--- src/rtl/cci_mpf_c0_rd_throttle.sv ---
// C0 read-request throttle: buffers AFU reads and issues them to QLP while QLP has room
// and in-flight reads are under MAX_OUTSTANDING. CCI_MPF_RD_THROTTLE_STATS_EN adds stall counters.
module cci_mpf_c0_rd_throttle #(
   parameter int CCI_TX_HDR_WIDTH = 61,
   parameter int FIFO_DEPTH       = 8,
   parameter int ALMFULL_SLACK    = 2,
   parameter int MAX_OUTSTANDING  = 64
) (
   input  logic                                   clk,
   input  logic                                   reset,
   input  logic [CCI_TX_HDR_WIDTH-1:0]            afu_C0TxHdr,
   input  logic                                   afu_C0TxRdValid,
   output logic                                   afu_C0TxAlmFull,
   output logic [CCI_TX_HDR_WIDTH-1:0]            qlp_C0TxHdr,
   output logic                                   qlp_C0TxRdValid,
   input  logic                                   qlp_C0TxAlmFull,
   input  logic                                   qlp_C0RxRdValid,
   output logic [$clog2(MAX_OUTSTANDING+1)-1:0]   outstanding,
   output logic                                   err_overflow,
   output logic                                   err_underflow
`ifdef CCI_MPF_RD_THROTTLE_STATS_EN
   ,
   output logic [31:0]                            stat_limit_stall,
   output logic [31:0]                            stat_qlp_stall
`endif
);

   localparam int PTR_W = $clog2(FIFO_DEPTH);
   localparam int CNT_W = PTR_W + 1;
   localparam int OUT_W = $clog2(MAX_OUTSTANDING + 1);
   localparam logic [CNT_W-1:0] DEPTH_C    = CNT_W'(FIFO_DEPTH);
   localparam logic [CNT_W-1:0] ALM_THRESH = CNT_W'(FIFO_DEPTH - ALMFULL_SLACK);
   localparam logic [OUT_W-1:0] MAX_C      = OUT_W'(MAX_OUTSTANDING);

   logic [CCI_TX_HDR_WIDTH-1:0] mem [FIFO_DEPTH];
   logic [PTR_W-1:0]            wr_ptr;
   logic [PTR_W-1:0]            rd_ptr;
   logic [CNT_W-1:0]            count;
   logic [CNT_W-1:0]            count_next;
   logic                        alm_q;
   logic                        fifo_empty;
   logic                        fifo_full;
   logic                        below_limit;
   logic                        issue;
   logic                        push;
   logic                        drop;

   always_comb begin
      fifo_empty  = (count == '0);
      fifo_full   = (count == DEPTH_C);
      below_limit = (outstanding < MAX_C);
      // A response in the same cycle frees a slot, so issue is allowed even at the limit.
      issue       = !fifo_empty && !qlp_C0TxAlmFull && (below_limit || qlp_C0RxRdValid);
      push        = afu_C0TxRdValid && (!fifo_full || issue);
      drop        = afu_C0TxRdValid && fifo_full && !issue;
      count_next  = count;
      if (push && !issue)
         count_next = count + CNT_W'(1);
      else if (!push && issue)
         count_next = count - CNT_W'(1);
   end

   // Held high combinationally during reset so the AFU never sees a window to issue.
   assign afu_C0TxAlmFull = alm_q | reset;

   always_ff @(posedge clk) begin
      if (push)
         mem[wr_ptr] <= afu_C0TxHdr;
   end

   always_ff @(posedge clk) begin
      if (reset) begin
         wr_ptr          <= '0;
         rd_ptr          <= '0;
         count           <= '0;
         alm_q           <= 1'b0;
         outstanding     <= '0;
         qlp_C0TxRdValid <= 1'b0;
         qlp_C0TxHdr     <= '0;
         err_overflow    <= 1'b0;
         err_underflow   <= 1'b0;
      end else begin
         if (push)
            wr_ptr <= wr_ptr + PTR_W'(1);
         if (issue)
            rd_ptr <= rd_ptr + PTR_W'(1);
         count           <= count_next;
         alm_q           <= (count_next >= ALM_THRESH);
         qlp_C0TxRdValid <= issue;
         if (issue)
            qlp_C0TxHdr <= mem[rd_ptr];

         if (issue && !qlp_C0RxRdValid) begin
            outstanding <= outstanding + OUT_W'(1);
         end else if (!issue && qlp_C0RxRdValid) begin
            if (outstanding != '0)
               outstanding <= outstanding - OUT_W'(1);
            else
               err_underflow <= 1'b1;
         end

         if (drop)
            err_overflow <= 1'b1;
      end
   end

`ifdef CCI_MPF_RD_THROTTLE_STATS_EN
   logic limit_block;
   logic qlp_block;

   always_comb begin
      limit_block = !fifo_empty && !qlp_C0TxAlmFull && !below_limit && !qlp_C0RxRdValid;
      qlp_block   = !fifo_empty && qlp_C0TxAlmFull;
   end

   always_ff @(posedge clk) begin
      if (reset) begin
         stat_limit_stall <= '0;
         stat_qlp_stall   <= '0;
      end else begin
         if (limit_block && (stat_limit_stall != 32'hFFFF_FFFF))
            stat_limit_stall <= stat_limit_stall + 32'd1;
         if (qlp_block && (stat_qlp_stall != 32'hFFFF_FFFF))
            stat_qlp_stall <= stat_qlp_stall + 32'd1;
      end
   end
`endif

endmodule

--- config.mk ---
export PLATFORM = sky130hd
export DESIGN_NAME = cci_mpf_c0_rd_throttle
export DESIGN_NICKNAME = d
export VERILOG_FILES = /design/src/rtl/cci_mpf_c0_rd_throttle.sv
export SDC_FILE = /design/constraint.sdc
export NUM_CORES = 1
export LEC_CHECK = 0
export CAP_MARGIN = 20
export CORE_UTILIZATION = 36
export CTS_BUF_LIST = sky130_fd_sc_hd__clkbuf_8
export DETAILED_ROUTE_END_ITERATION = 12
export PLACE_DENSITY = 0.62
export SLEW_MARGIN = 15
export SYNTH_ARGS = -nofsm -noshare
export SYNTH_HDL_FRONTEND = slang
export SYNTH_SLANG_ARGS = --single-unit
--- constraint.sdc ---
create_clock -name clk -period 20 [get_ports clk]
set_input_delay 4 -clock clk [delete_from_list [all_inputs] [get_ports clk]]
set_output_delay 4 -clock clk [all_outputs]
set_load 0.03 [all_outputs]
# After elaboration in Yosys (flattened, before gate mapping)

Memory sizes are Yosys's and may differ from the RTL's. A register that Yosys moved wholly into a read port is not among the register bits.
Cells that the tools add are included.
W data, S select, Z words.

Add/subtract/negate cells: 6
Order comparisons: 2
Equality and inequality tests: 1
Muxes and demuxes: 7
Bitwise operators: 3
Reduce and logical (&&, ||, !) cells: 23

Operator list:

| operator              | count |
|---|---|
| $mux W7               | 3 |
| $logic_and A1 B1 Y1   | 9 |
| $mux W4               | 2 |
| $add A7 B1 Y7 const B | 1 |
| $lt A7 B7 Y1 const B  | 1 |
| $reduce_bool A7 Y1    | 1 |
| $sub A7 B1 Y7 const B | 1 |
| $add A3 B1 Y3 const B | 2 |
| $logic_not A1 Y1      | 6 |
| $add A4 B1 Y4 const B | 1 |
| $eq A4 B4 Y1 const B  | 1 |
| $ge A4 B3 Y1 const B  | 1 |
| $logic_not A4 Y1      | 1 |
| $reduce_bool A2 Y1    | 2 |
| $sub A4 B1 Y4 const B | 1 |
| $reduce_and A3 Y1     | 1 |
| $logic_or A1 B1 Y1    | 2 |
| $mux W1               | 2 |
| $not A1 Y1            | 2 |
| $reduce_and A2 Y1     | 1 |
| $or A1 B1 Y1          | 1 |

Register bits after elaboration: 21
Memory bits (writable): 488
Input bits: 66
Output and inout bits: 72
Logic and storage cells: 51
Memories kept: 1

Memories:

| name | words | width | read ports | clocked after memory_dff | wr ports | line | text |
|---|---|---|---|---|---|---|---|
| mem  | 8     | 61    | 1          | 1                        | 1        | 35   | `logic [CCI_TX_HDR_WIDTH-1:0] mem [FIFO_DEPTH];` |

# Logic depth before layout (Yosys ltp)

Word-level depth: 11
Depth in mapped cells: 14
Depth with buffers taken out: 12

# Worst setup path before layout

No wires, ideal clock.

Kind: input-to-reg
Start point: input qlp_C0RxRdValid
End point: memory mem[0][0] (enable)
Setup time: 0.631 ns
Arrival time: 10.435 ns
Data required time: 19.369 ns
Setup slack: 8.935 ns
Cell stages on the path: 5
Path buffers: 1
Cells stage by stage: nor2b_1 > buf_2 > o211ai_2 > nand2_1 > nor4_1

Longest elaborated chain between the ends: 6

RTL lines:

| item                          | line | text |
|---|---|---|
| start: declaration            | 17   | `input logic qlp_C0RxRdValid,` |
| $logic_or A1 B1 Y1            | 53   | `issue = !fifo_empty && !qlp_C0TxAlmFull && (below_limit \|\| qlp_C0RxRdValid);` |
| $logic_and A1 B1 Y1           | 53   |  |
| $logic_or A1 B1 Y1            | 54   | `push = afu_C0TxRdValid && (!fifo_full \|\| issue);` |
| $logic_and A1 B1 Y1           | 54   |  |
| $mux W1                       | 67   | `if (push)` |
| $mux W1 (implied by the code) | 68   | `mem[wr_ptr] <= afu_C0TxHdr;` |
| end: declaration              | 35   |  |

Every way passes these cells.

# Worst setup path after layout

Start point: input reset
End point: output afu_C0TxAlmFull

Longest elaborated chain between the ends: 1

RTL lines:

| item               | line | text |
|---|---|---|
| start: declaration | 10   | `input logic reset,` |
| $or A1 B1 Y1       | 64   | `assign afu_C0TxAlmFull = alm_q \| reset;` |
| end: declaration   | 13   | `output logic afu_C0TxAlmFull,` |

Every way passes these cells.

==> metrics.yaml <==
status: "complete, but fails checks"
violations: "design-rule violations"
critPathCaptureType: "output pin"
place_congestion: 0.710
drive_above_1_share_pct: 21.4
synth_area_per_cell_um2: 20.2
arrival_ns: 5.37
synth_area_mm2: 0.0216
synth_top_flop_cell: "edfxtp_1"
vias: 10600
cts_resized: 0
drv_cap: 0
grt_pass1_wl_um: 68200
grt_max_degree: 71
hold_path.class: "reg2reg"
post-cts-setup-buffer-count: 0
rows: 89
fill_cells: 5113
initial_core_util_pct: 36.5
fp.dieH_um: 247
rr_endpoint: "outstanding[6]"
drc: 28
drt_iter0_markers: 490
overflow: 0
numCtsBuffers: 91
period_needed_ns: 9.37
worst_pin_slew_ns: 1.01
setup_viol: 0
firstDrtPassIters: 9
fin_crit_sh_pct: 46.8
rsz0062_at_grt: "false"
finalSetupTns_ns: 0
leakagePower_nw: 8.06
insertion_delay_ns: 0.67
crit_path_max_fanout: 38
die_area_mm2: 0.0610
cts_max_level: 3
hpwl_um: 24300
ys_ff_latch: 570
cts_sinks: 570
clock-root-buffer: "clkbuf_8"
drv_slew: 0
cts_tree: "built"
ys_types: 48
slew_headroom_pct: 32.8
fin_skew_ns: 0.0171
cp_data_required_time_ns: 16.00
wl_per_cell_um: 21.4
synth_edf_count: 488
fmax_mhz: 107
async_reset_ff_share_pct: 0
clockBufferDepth: 3
p_per_area_mw_per_mm2: 122
whs_ns: 0.488
io_pins: 138
antenna_left: 0
drt-total-wl_um: 45100
critical_path.reg2reg.startpoint: "count[0]"
port_buffers: 137
antenna_found_initial: 5
slowest_delay_ns: 0.66
num-nets-final: 1336
cp_slowest_cell: "clkdlybuf4s50_1"
ir_drop_uv: 63.0
crit_path_cell_trace: "buf_4 > or2_2 > clkdlybuf4s50_1"
clk_pin_slew_ns: 0.06
die_w_um: 247
postCtsHoldBufs: 0
whs_endpoint: "err_overflow"
syn2layout_area_growth_pct: 18.8
synth-seq-area-share_pct: 75.4
grt_pass1_vias: 11200
holdPathStages: 2
rr_worst_depth: 13
rrSetupSlack_ns: 16.28
cp-start-kind: "input pin"
final_core_util_pct: 43.4
yosysWarningCount: 0
core_area_mm2: 0.0591
syn_nets: 1146
worstSetupPathType: "in2out"
postSynthCellCount: 1068
final-hold-violation-count: 0
grt.total_usage_pct: 15.2
hold_start: "err_overflow"
avgViaCountPerCell: 5.00
routing by layer:
metal	global-route usage [%]	wire, um
met4	5.95	924
met5	0	42
met3	3.29	2390
met1	18.7	18600
met2	26.0	23200
stage by stage:
step	worst slack (ns)	instances	area [um^2]	power, W
floorplan	8.93	1068	21600	0.00197
global placement	10.59	1938	23800	0.00216
detailed placement	10.60	1938	23800	0.00217
CTS	10.59	2107	25700	0.00319
global route	10.58	2109	25700	0.00329
finish	10.63	2111	25700	0.00314
cells in the final DEF (no fill, tap or decap), types with 2 or more instances in the layout:
cell	n
nor2b_1	2
a211oi_1	64
a21oi_1	8
mux2i_1	63
a211o_1	2
xnor2_1	2
clkdlybuf4s50_1	136
nand2b_1	4
clkbuf_8	101
edfxtp_1	488
dfxtp_4	3
a21oi_2	2
xor2_1	5
o21a_1	2
nor2_4	3
diode_2	4
o211ai_1	3
nand3_1	7
bufinv_16	7
nor3_2	4
inv_1	40
clkinvlp_4	4
buf_4	22
o21ai_0	3
or3_1	2
a211oi_2	2
nor4_1	2
dfxtp_1	79
nand2_1	12
clkinv_1	16
nor2_1	76
clkinv_2	6
a21o_1	3
nor3_1	6
ha_1	11
mux4_2	122
area by class of cell:
cell class	instances	area, um^2	share of cell area [%]
flip-flops and latches	570	16300	63.5
clock inverters	68	474	1.85
inverters	8	30.0	0.117
clock buffers	101	1390	5.42
repair buffers	158	1530	5.95
multi-input cells	429	4960	19.3
well taps	773	967	3.77
diodes	4	10.0	0.0390
logic make-up after synthesis:
logic type               count (synthesis)  share of synthesized area [%]
multiplexers                           185                           15.6
flip-flops                             570                           75.4
buffers and inverters                   69                           1.86
AND/OR/NAND/NOR                        127                           2.66
XOR/XNOR                                 7                          0.284
AO/OA/AOI/OAI                           98                           3.43
adder cells (fa/ha/maj)                 12                          0.729
cells in the mapped netlist (10+ instances only):
| master | n | area, um^2 |
|---|---|---|
| mux4_2 | 122 | 2750 |
| buf_6 | 15 | 169 |
| a211oi_1 | 64 | 480 |
| nor3_1 | 10 | 50.1 |
| clkbuf_1 | 15 | 56.3 |
| ha_1 | 11 | 138 |
| edfxtp_1 | 488 | 14700 |
| buf_2 | 25 | 125 |
| dfxtp_1 | 82 | 1640 |
| mux2i_1 | 63 | 631 |
| nand2_1 | 12 | 45.0 |
| nor2_1 | 79 | 297 |
worst max-delay path, delay by kind of cell:
kind                   cells  cell delay, ns
and+or+nand+nor            1            0.22
buffers and inverters      2            1.13
worst max-delay path by stage:
stage	slack, ns	from	end	cells past startpoint
global placement	10.59	reset	afu_C0TxAlmFull	3
global route	10.58	reset	afu_C0TxAlmFull	3
finish	10.63	reset	afu_C0TxAlmFull	3
CTS	10.59	reset	afu_C0TxAlmFull	3
floorplan	8.93	qlp_C0RxRdValid	mem[0][0]	5
detailed placement	10.60	reset	afu_C0TxAlmFull	3
registers in the layout, indices dropped and copies added, names as in the netlist, 3 cells and up:
register and flops:
wr_ptr 3, count 4, qlp_C0TxHdr 61, rd_ptr 3, outstanding 7, mem 488
where the power goes:
part	switching [W]	internal (W)
registers	0.0000756	0.00138
clock network	0.000451	0.000555
logic	0.000354	0.000319
(Power assumes the default switching activity.)
